## src/rtl/rounding_arbiter.sv

```systemverilog
// ----------------------------------------------------------------------------
// rounding_arbiter
//   Shares one signed_rounder between N_REQ requesters. A round-robin arbiter
//   accepts at most one request per cycle into an issue register; a tag
//   pipeline carries the owner ID (and, with saturation, the input sign)
//   alongside the rounder so every registered result leaves with its ID.
//
// Optional feature macro: ROUNDING_ARB_SAT_EN
//   defined     : positive overflow clamps out_data to 2^(INT_WIDTH-1)-1 and
//                 raises out_sat in the same output cycle.
//   not defined : results wrap in two's complement, out_sat is tied to 0.
//
// Ports
//   clk        rising-edge clock
//   rst        asynchronous active-high reset
//   req_valid  [N_REQ]      requester i presents data
//   req_data   [N_REQ*W]    signed fixed-point inputs, slice i at [i*W +: W]
//   req_ready  [N_REQ]      one-hot-or-zero grant (combinational)
//   out_valid  1            one-cycle result pulse
//   out_id     [$clog2(N)]  owner of the result
//   out_data   [INT_WIDTH]  signed rounded result
//   out_sat    1            result was clamped (macro only)
//   idle       1            nothing in flight
//
// signed_rounder
//   Rounds a signed INT.FRAC value to an integer. "FLOOR" is combinational
//   (latency 0); "CEIL", "TRUNC", "HALF_UP" and "HALF_EVEN" take 2 cycles.
// ----------------------------------------------------------------------------

module signed_rounder #(
  parameter int    int_width  = 8,
  parameter int    frac_width = 4,
  parameter string method     = "HALF_EVEN"
) (
  input  logic                            clk,
  input  logic                            rst,
  input  logic [int_width+frac_width-1:0] i_data,
  output logic [int_width-1:0]            o_data
);
  localparam bit IS_FLOOR = (method == "FLOOR");
  localparam int HALF_I   = 1 << (frac_width - 1);
  localparam logic [frac_width-1:0] HALF = HALF_I[frac_width-1:0];

  logic [int_width-1:0]  w_floor;
  logic [frac_width-1:0] w_frac;
  logic                  w_inc;

  // Dropping the fraction bits is an arithmetic shift, i.e. floor().
  assign w_floor = i_data[int_width+frac_width-1:frac_width];
  assign w_frac  = i_data[frac_width-1:0];

  // Decide whether floor() must be bumped by one for the chosen method.
  always_comb begin
    w_inc = 1'b0;
    if (method == "CEIL") begin
      w_inc = |w_frac;
    end else if (method == "TRUNC") begin
      w_inc = i_data[int_width+frac_width-1] & (|w_frac);
    end else if (method == "HALF_UP") begin
      w_inc = (w_frac >= HALF);
    end else if (method == "HALF_EVEN") begin
      w_inc = (w_frac > HALF) | ((w_frac == HALF) & w_floor[0]);
    end else begin
      w_inc = 1'b0;
    end
  end

  if (IS_FLOOR) begin : g_comb
    assign o_data = w_floor;
  end else begin : g_pipe
    logic [int_width-1:0] r_floor;
    logic                 r_inc;
    logic [int_width-1:0] r_sum;

    // Stage 1 captures floor/increment, stage 2 the sum.
    always_ff @(posedge clk or posedge rst) begin
      if (rst) begin
        r_floor <= '0;
        r_inc   <= 1'b0;
        r_sum   <= '0;
      end else begin
        r_floor <= w_floor;
        r_inc   <= w_inc;
        r_sum   <= r_floor + {{(int_width-1){1'b0}}, r_inc};
      end
    end

    assign o_data = r_sum;
  end
endmodule

module rounding_arbiter #(
  parameter int    N_REQ      = 4,
  parameter int    INT_WIDTH  = 8,
  parameter int    FRAC_WIDTH = 4,
  parameter string METHOD     = "HALF_EVEN",
  parameter int    LATENCY    = 2
) (
  input  logic                                  clk,
  input  logic                                  rst,
  input  logic [N_REQ-1:0]                      req_valid,
  input  logic [N_REQ*(INT_WIDTH+FRAC_WIDTH)-1:0] req_data,
  output logic [N_REQ-1:0]                      req_ready,
  output logic                                  out_valid,
  output logic [$clog2(N_REQ)-1:0]              out_id,
  output logic [INT_WIDTH-1:0]                  out_data,
  output logic                                  out_sat,
  output logic                                  idle
);
  localparam int W   = INT_WIDTH + FRAC_WIDTH;
  localparam int IDW = $clog2(N_REQ);
  localparam logic [IDW-1:0] LAST_ID = IDW'(N_REQ - 1);

  logic [IDW-1:0]       r_ptr;
  logic                 w_gnt_any;
  logic [IDW-1:0]       w_gnt_idx;
  logic [W-1:0]         w_gnt_data;
  int                   w_scan;
  logic [IDW-1:0]       w_scan_idx;

  logic                 r_iss_valid;
  logic [IDW-1:0]       r_iss_id;
  logic [W-1:0]         r_iss_data;

  logic                 w_end_valid;
  logic [IDW-1:0]       w_end_id;
  logic                 w_tag_busy;
  logic [INT_WIDTH-1:0] w_rnd;

  logic                 r_out_valid;
  logic [IDW-1:0]       r_out_id;
  logic [INT_WIDTH-1:0] r_out_data;

  // Round-robin search from r_ptr upwards, wrapping; no grant during reset.
  always_comb begin
    w_gnt_any  = 1'b0;
    w_gnt_idx  = '0;
    w_scan     = 0;
    w_scan_idx = '0;
    for (int k = 0; k < N_REQ; k++) begin
      w_scan     = (int'(r_ptr) + k >= N_REQ) ? int'(r_ptr) + k - N_REQ : int'(r_ptr) + k;
      w_scan_idx = w_scan[IDW-1:0];
      if (!rst && !w_gnt_any && req_valid[w_scan_idx]) begin
        w_gnt_any = 1'b1;
        w_gnt_idx = w_scan_idx;
      end else begin
        w_gnt_any = w_gnt_any;
      end
    end
  end

  assign req_ready  = w_gnt_any ? ({{(N_REQ-1){1'b0}}, 1'b1} << w_gnt_idx) : '0;
  assign w_gnt_data = req_data[w_gnt_idx*W +: W];

  // Pointer moves past the winner; holds when nobody is granted.
  always_ff @(posedge clk or posedge rst) begin
    if (rst) begin
      r_ptr <= '0;
    end else if (w_gnt_any) begin
      r_ptr <= (w_gnt_idx == LAST_ID) ? '0 : w_gnt_idx + 1'b1;
    end else begin
      r_ptr <= r_ptr;
    end
  end

  // Issue register: feeds the rounder and heads the tag pipeline.
  always_ff @(posedge clk or posedge rst) begin
    if (rst) begin
      r_iss_valid <= 1'b0;
      r_iss_id    <= '0;
      r_iss_data  <= '0;
    end else if (w_gnt_any) begin
      r_iss_valid <= 1'b1;
      r_iss_id    <= w_gnt_idx;
      r_iss_data  <= w_gnt_data;
    end else begin
      r_iss_valid <= 1'b0;
    end
  end

  signed_rounder #(
    .int_width  (INT_WIDTH),
    .frac_width (FRAC_WIDTH),
    .method     (METHOD)
  ) u_rounder (
    .clk    (clk),
    .rst    (rst),
    .i_data (r_iss_data),
    .o_data (w_rnd)
  );

`ifdef ROUNDING_ARB_SAT_EN
  logic w_end_sign;
`endif

  if (LATENCY > 0) begin : g_tag
    logic [LATENCY-1:0] r_tag_valid;
    logic [IDW-1:0]     r_tag_id [LATENCY];
`ifdef ROUNDING_ARB_SAT_EN
    logic [LATENCY-1:0] r_tag_sign;
`endif

    // Tag shift register, in step with the rounder stages.
    always_ff @(posedge clk or posedge rst) begin
      if (rst) begin
        r_tag_valid <= '0;
        for (int k = 0; k < LATENCY; k++) r_tag_id[k] <= '0;
`ifdef ROUNDING_ARB_SAT_EN
        r_tag_sign  <= '0;
`endif
      end else begin
        r_tag_valid[0] <= r_iss_valid;
        r_tag_id[0]    <= r_iss_id;
`ifdef ROUNDING_ARB_SAT_EN
        r_tag_sign[0]  <= r_iss_data[W-1];
`endif
        for (int k = 1; k < LATENCY; k++) begin
          r_tag_valid[k] <= r_tag_valid[k-1];
          r_tag_id[k]    <= r_tag_id[k-1];
`ifdef ROUNDING_ARB_SAT_EN
          r_tag_sign[k]  <= r_tag_sign[k-1];
`endif
        end
      end
    end

    assign w_end_valid = r_tag_valid[LATENCY-1];
    assign w_end_id    = r_tag_id[LATENCY-1];
    assign w_tag_busy  = |r_tag_valid;
`ifdef ROUNDING_ARB_SAT_EN
    assign w_end_sign  = r_tag_sign[LATENCY-1];
`endif
  end else begin : g_notag
    assign w_end_valid = r_iss_valid;
    assign w_end_id    = r_iss_id;
    assign w_tag_busy  = 1'b0;
`ifdef ROUNDING_ARB_SAT_EN
    assign w_end_sign  = r_iss_data[W-1];
`endif
  end

`ifdef ROUNDING_ARB_SAT_EN
  localparam logic [INT_WIDTH-1:0] SAT_MAX = {1'b0, {(INT_WIDTH-1){1'b1}}};
  logic w_ovf;
  logic r_out_sat;
  // Non-negative input with a negative result is the carry past the maximum.
  assign w_ovf = ~w_end_sign & w_rnd[INT_WIDTH-1];
`endif

  // Output register: result plus tag from the end of the pipeline.
  always_ff @(posedge clk or posedge rst) begin
    if (rst) begin
      r_out_valid <= 1'b0;
      r_out_id    <= '0;
      r_out_data  <= '0;
`ifdef ROUNDING_ARB_SAT_EN
      r_out_sat   <= 1'b0;
`endif
    end else begin
      r_out_valid <= w_end_valid;
      r_out_id    <= w_end_id;
`ifdef ROUNDING_ARB_SAT_EN
      r_out_data  <= w_ovf ? SAT_MAX : w_rnd;
      r_out_sat   <= w_end_valid & w_ovf;
`else
      r_out_data  <= w_rnd;
`endif
    end
  end

  assign out_valid = r_out_valid;
  assign out_id    = r_out_id;
  assign out_data  = r_out_data;
`ifdef ROUNDING_ARB_SAT_EN
  assign out_sat   = r_out_sat;
`else
  assign out_sat   = 1'b0;
`endif
  assign idle      = ~(r_iss_valid | w_tag_busy | r_out_valid);
endmodule
```

## config.mk

```make
export PLATFORM = sky130hd
export DESIGN_NAME = rounding_arbiter
export DESIGN_NICKNAME = d
export VERILOG_FILES = /design/src/rtl/rounding_arbiter.sv
export SDC_FILE = /design/constraint.sdc
export NUM_CORES = 1
export LEC_CHECK = 0
export CORE_MARGIN = 3
export CORE_UTILIZATION = 40
export CTS_CLUSTER_DIAMETER = 80
export DETAILED_ROUTE_END_ITERATION = 6
export PLACE_DENSITY = 0.7
export SLEW_MARGIN = 20
export SYNTH_ARGS = -nofsm -noshare
export SYNTH_HDL_FRONTEND = slang
export SYNTH_SLANG_ARGS = --single-unit
```

## constraint.sdc

```tcl
create_clock -name clk -period 2.95 [get_ports clk]
set_input_delay 0.59 -clock clk [delete_from_list [all_inputs] [get_ports clk]]
set_output_delay 0.59 -clock clk [all_outputs]
set_load 0.05 [all_outputs]
```

==> results.json <==
{
  "status": "finished, final reports clean",
  "seq_area_frac_synth_pct": 55.7,
  "coreArea_sq_um": 5340,
  "crit_fanout": 4,
  "design.portCount": 71,
  "areaGrowthSynthToFinish_pct": 44.6,
  "power_switching_mw": 1.26,
  "power_frac_seq_pct": 37.5,
  "placed_cell_area_sq_um": 3190,
  "r2r-start": "r_ptr[1]",
  "crit_required_ps": 2360,
  "dpl.hpwl_microns": 3670,
  "worstPathArrival_ps": 2290,
  "drive_gt1_share_pct": 18.8,
  "ant_nets": 0,
  "die_w_microns": 81.7,
  "synthXorXnorAreaFrac_pct": 2.68,
  "whs_ps": 353,
  "synth.distinct_cells": 39,
  "io_buffer_count": 69,
  "floorplan.initialDensity_pct": 42.9,
  "finalCriticalPeriod_ps": 2880,
  "cts-buffers-inserted": 5,
  "hold_viol": 0,
  "maxSlewViolCount": 0,
  "fin_area_sq_um": 3310,
  "setup_viol": 0,
  "clock.fmax_ghz": 0.348,
  "die_area_sq_um": 6670,
  "grt_usage_pct": 15.4,
  "drt-total-wl_microns": 4780,
  "synth_compound_area_share_pct": 11.7,
  "internal_power_mw": 1.96,
  "switching_share_pct": 39.1,
  "startpoint_type": "primary input",
  "synth-seq-cells": 51,
  "tightest_slew_ps": 501,
  "ctsRootBufferMaster": "clkbuf_8",
  "avgSynthCellArea_sq_um": 12.1,
  "ir_drop_mv": 0.494,
  "synth_fa_ha_area_share_pct": 1.64,
  "power_mw": 3.22,
  "reg2reg_slack_ps": 550,
  "synth_top_family_by_area": "multiplexers",
  "synth-simple-area-share_pct": 9.67,
  "finalClockSkew_ps": 4.29,
  "grt_max_degree": 34,
  "fin_util_pct": 62.1,
  "n_antenna_cell": 0,
  "async_flop_share_pct": 100,
  "fin_nets": 333,
  "htreeDepth": 2,
  "clockPowerShare_pct": 12.8,
  "fin_crit_sh_pct": 97.5,
  "grt_pass1_wl_microns": 7770,
  "clock-sinks": 51,
  "crit_type": "primary input to output port",
  "muxShareOfSynthArea_pct": 14.4,
  "cts_tree": "yes",
  "power_leakage_nw": 1.50,
  "drc": 0,
  "synthesis.nets": 247,
  "relSlewSlack_pct": 66.5,
  "num_rows": 26,
  "hp-start": "u_rounder.o_data[3]",
  "clk_pin_slew_ps": 80,
  "antenna_found_initial": 0,
  "drv_cap": 0,
  "synth-edff-count": 0,
  "postCtsSetupBuffers": 0,
  "r2r_cells": 7,
  "place.gp.congestion": 0.768,
  "yosysWarnings": 0,
  "grt_overflow": 0,
  "min_to": "out_data[3]",
  "power_density_nw_per_um2": 973,
  "worstSetupEndpointType": "output port",
  "min-delay-path-class": "register to register",
  "via_per_inst": 4.84,
  "worstReg2RegEnd": "r_iss_data[4]",
  "first_iter_violations": 36,
  "synth_cells": 190,
  "yosys_most_used_dff": "dfrtp_1",
  "wl_per_cell_microns": 13.8,
  "vias": 1678,
  "clock_latency_ps": 300,
  "clock_path_buffers": 2,
  "synth_area_sq_um": 2290,
  "first_global_vias": 1660,
  "holdPathStages": 0,
  "die_y_microns": 81.7,
  "drtPass1Iterations": 4,
  "pwr-share-comb_pct": 49.7
}
==> synth_stat cells (3+ instances only) <==
master / count / area (sq um)
inv_1: 9 / 33.8
buf_2: 5 / 25.0
nor2b_1: 3 / 18.8
nand3_1: 4 / 20.0
xnor2_1: 5 / 43.8
mux2_4: 4 / 60.1
a21oi_1: 4 / 20.0
a221o_1: 4 / 40.0
o21ai_0: 4 / 20.0
ha_1: 3 / 37.5
mux2_2: 7 / 78.8
and2_1: 5 / 31.3
nand2_1: 7 / 26.3
mux2i_1: 19 / 190
a221oi_1: 8 / 70.1
nor2_1: 20 / 75.1
dfrtp_1: 51 / 1280
==> sequential cells by signal, indices dropped and copies added, names as in the netlist, 8 cells and up <==
name / flops
r_iss_data: 12
out_data: 8
u_rounder.g_pipe.r_floor: 8
u_rounder.o_data: 8
==> critical path: stages <==
cell	delay [ps]
clkdlybuf4s50_1	480
nor2b_2	190
a22oi_4	100
a21oi_1	140
o22a_1	200
inv_1	70
ha_1	180
and2_2	170
buf_8	150
==> power by group through the flow <==
| stage | Clock [mW] | Combinational (mW) | Sequential [mW] |
|---|---|---|---|
| floorplan | 0 | 0.847 | 1.42 |
| global route | 0.451 | 1.73 | 1.25 |
| CTS | 0.420 | 1.62 | 1.21 |
| finish | 0.412 | 1.60 | 1.21 |
| detailed placement | 0 | 1.61 | 1.22 |
| global placement | 0 | 1.59 | 1.21 |
==> per-stage QoR <==
stage          TNS (ps)  setup WS (ps)  cells
2_1_floorplan         0            119    190
5_1_grt           -1.45          -1.45    347
6_report              0           72.4    347
3_3_place_gp       -255           -123    339
3_5_place_dp       -377           -147    339
4_1_cts           -4.53          -4.53    347
==> worst max path at each step <==
stage                     cells past startpoint    startpoint            to
after floorplan                              10           rst  req_ready[3]
after global placement                        8  req_valid[2]  req_ready[3]
after detailed placement                      8  req_valid[2]  req_ready[3]
after CTS                                     9  req_valid[3]  req_ready[3]
after global routing                          9           rst  req_ready[3]
final                                         9           rst  req_ready[3]
==> repair_timing <==
item,4_1_cts,5_1_grt
pin swaps,1,2
endpoints found under the setup margin,4,4
resized for setup,7,5
hold buffers,0,0
==> metal layers <==
| layer | global-route usage, % | share of wire (%) | vias to the layer above |
|---|---|---|---|
| met5 | 0 | 0 | - |
| met4 | 4.98 | 1.4 | 0 |
| met3 | 3.18 | 4.2 | 5 |
| met2 | 27.7 | 54 | 35 |
| met1 | 18.2 | 41 | 800 |
| li1 | - | - | 838 |
==> cell usage in the layout (no fill, tap or decap), types with 2 or more instances in the layout <==
cell             count
xnor2_1              5
inv_1                8
clkdlybuf4s50_1     61
o21ai_0              3
mux2_4               4
buf_4               19
dlygate4sd2_1        3
mux2_2               7
a221o_1              4
nand3_1              4
a21oi_1              4
nor2b_1              2
a211oi_1             2
a221oi_1             8
nor3_1               2
ha_1                 3
nand2_1              7
and2_1               4
buf_12               3
nor2_1              19
clkbuf_8             6
xor2_1               2
mux2i_1             19
dfrtp_1             50
==> logic make-up after synthesis <==
logic type	after synthesis
flops	51
compound gates	32
xor+xnor	7
other cells	1
fa+ha+maj	3
buf+inv	19
mux	30
simple gates	47
==> layout make-up <==
type                       instances  area, sq um
fill                             461         2020
tap                               70         87.6
clock buffer                       7         86.3
sequential                        51         1280
clock inverter                     1         8.76
timing repair buffer              89          878
multi-input combinational        120          940
inverter                           9         33.8
Power figures use the tool's default switching activity.
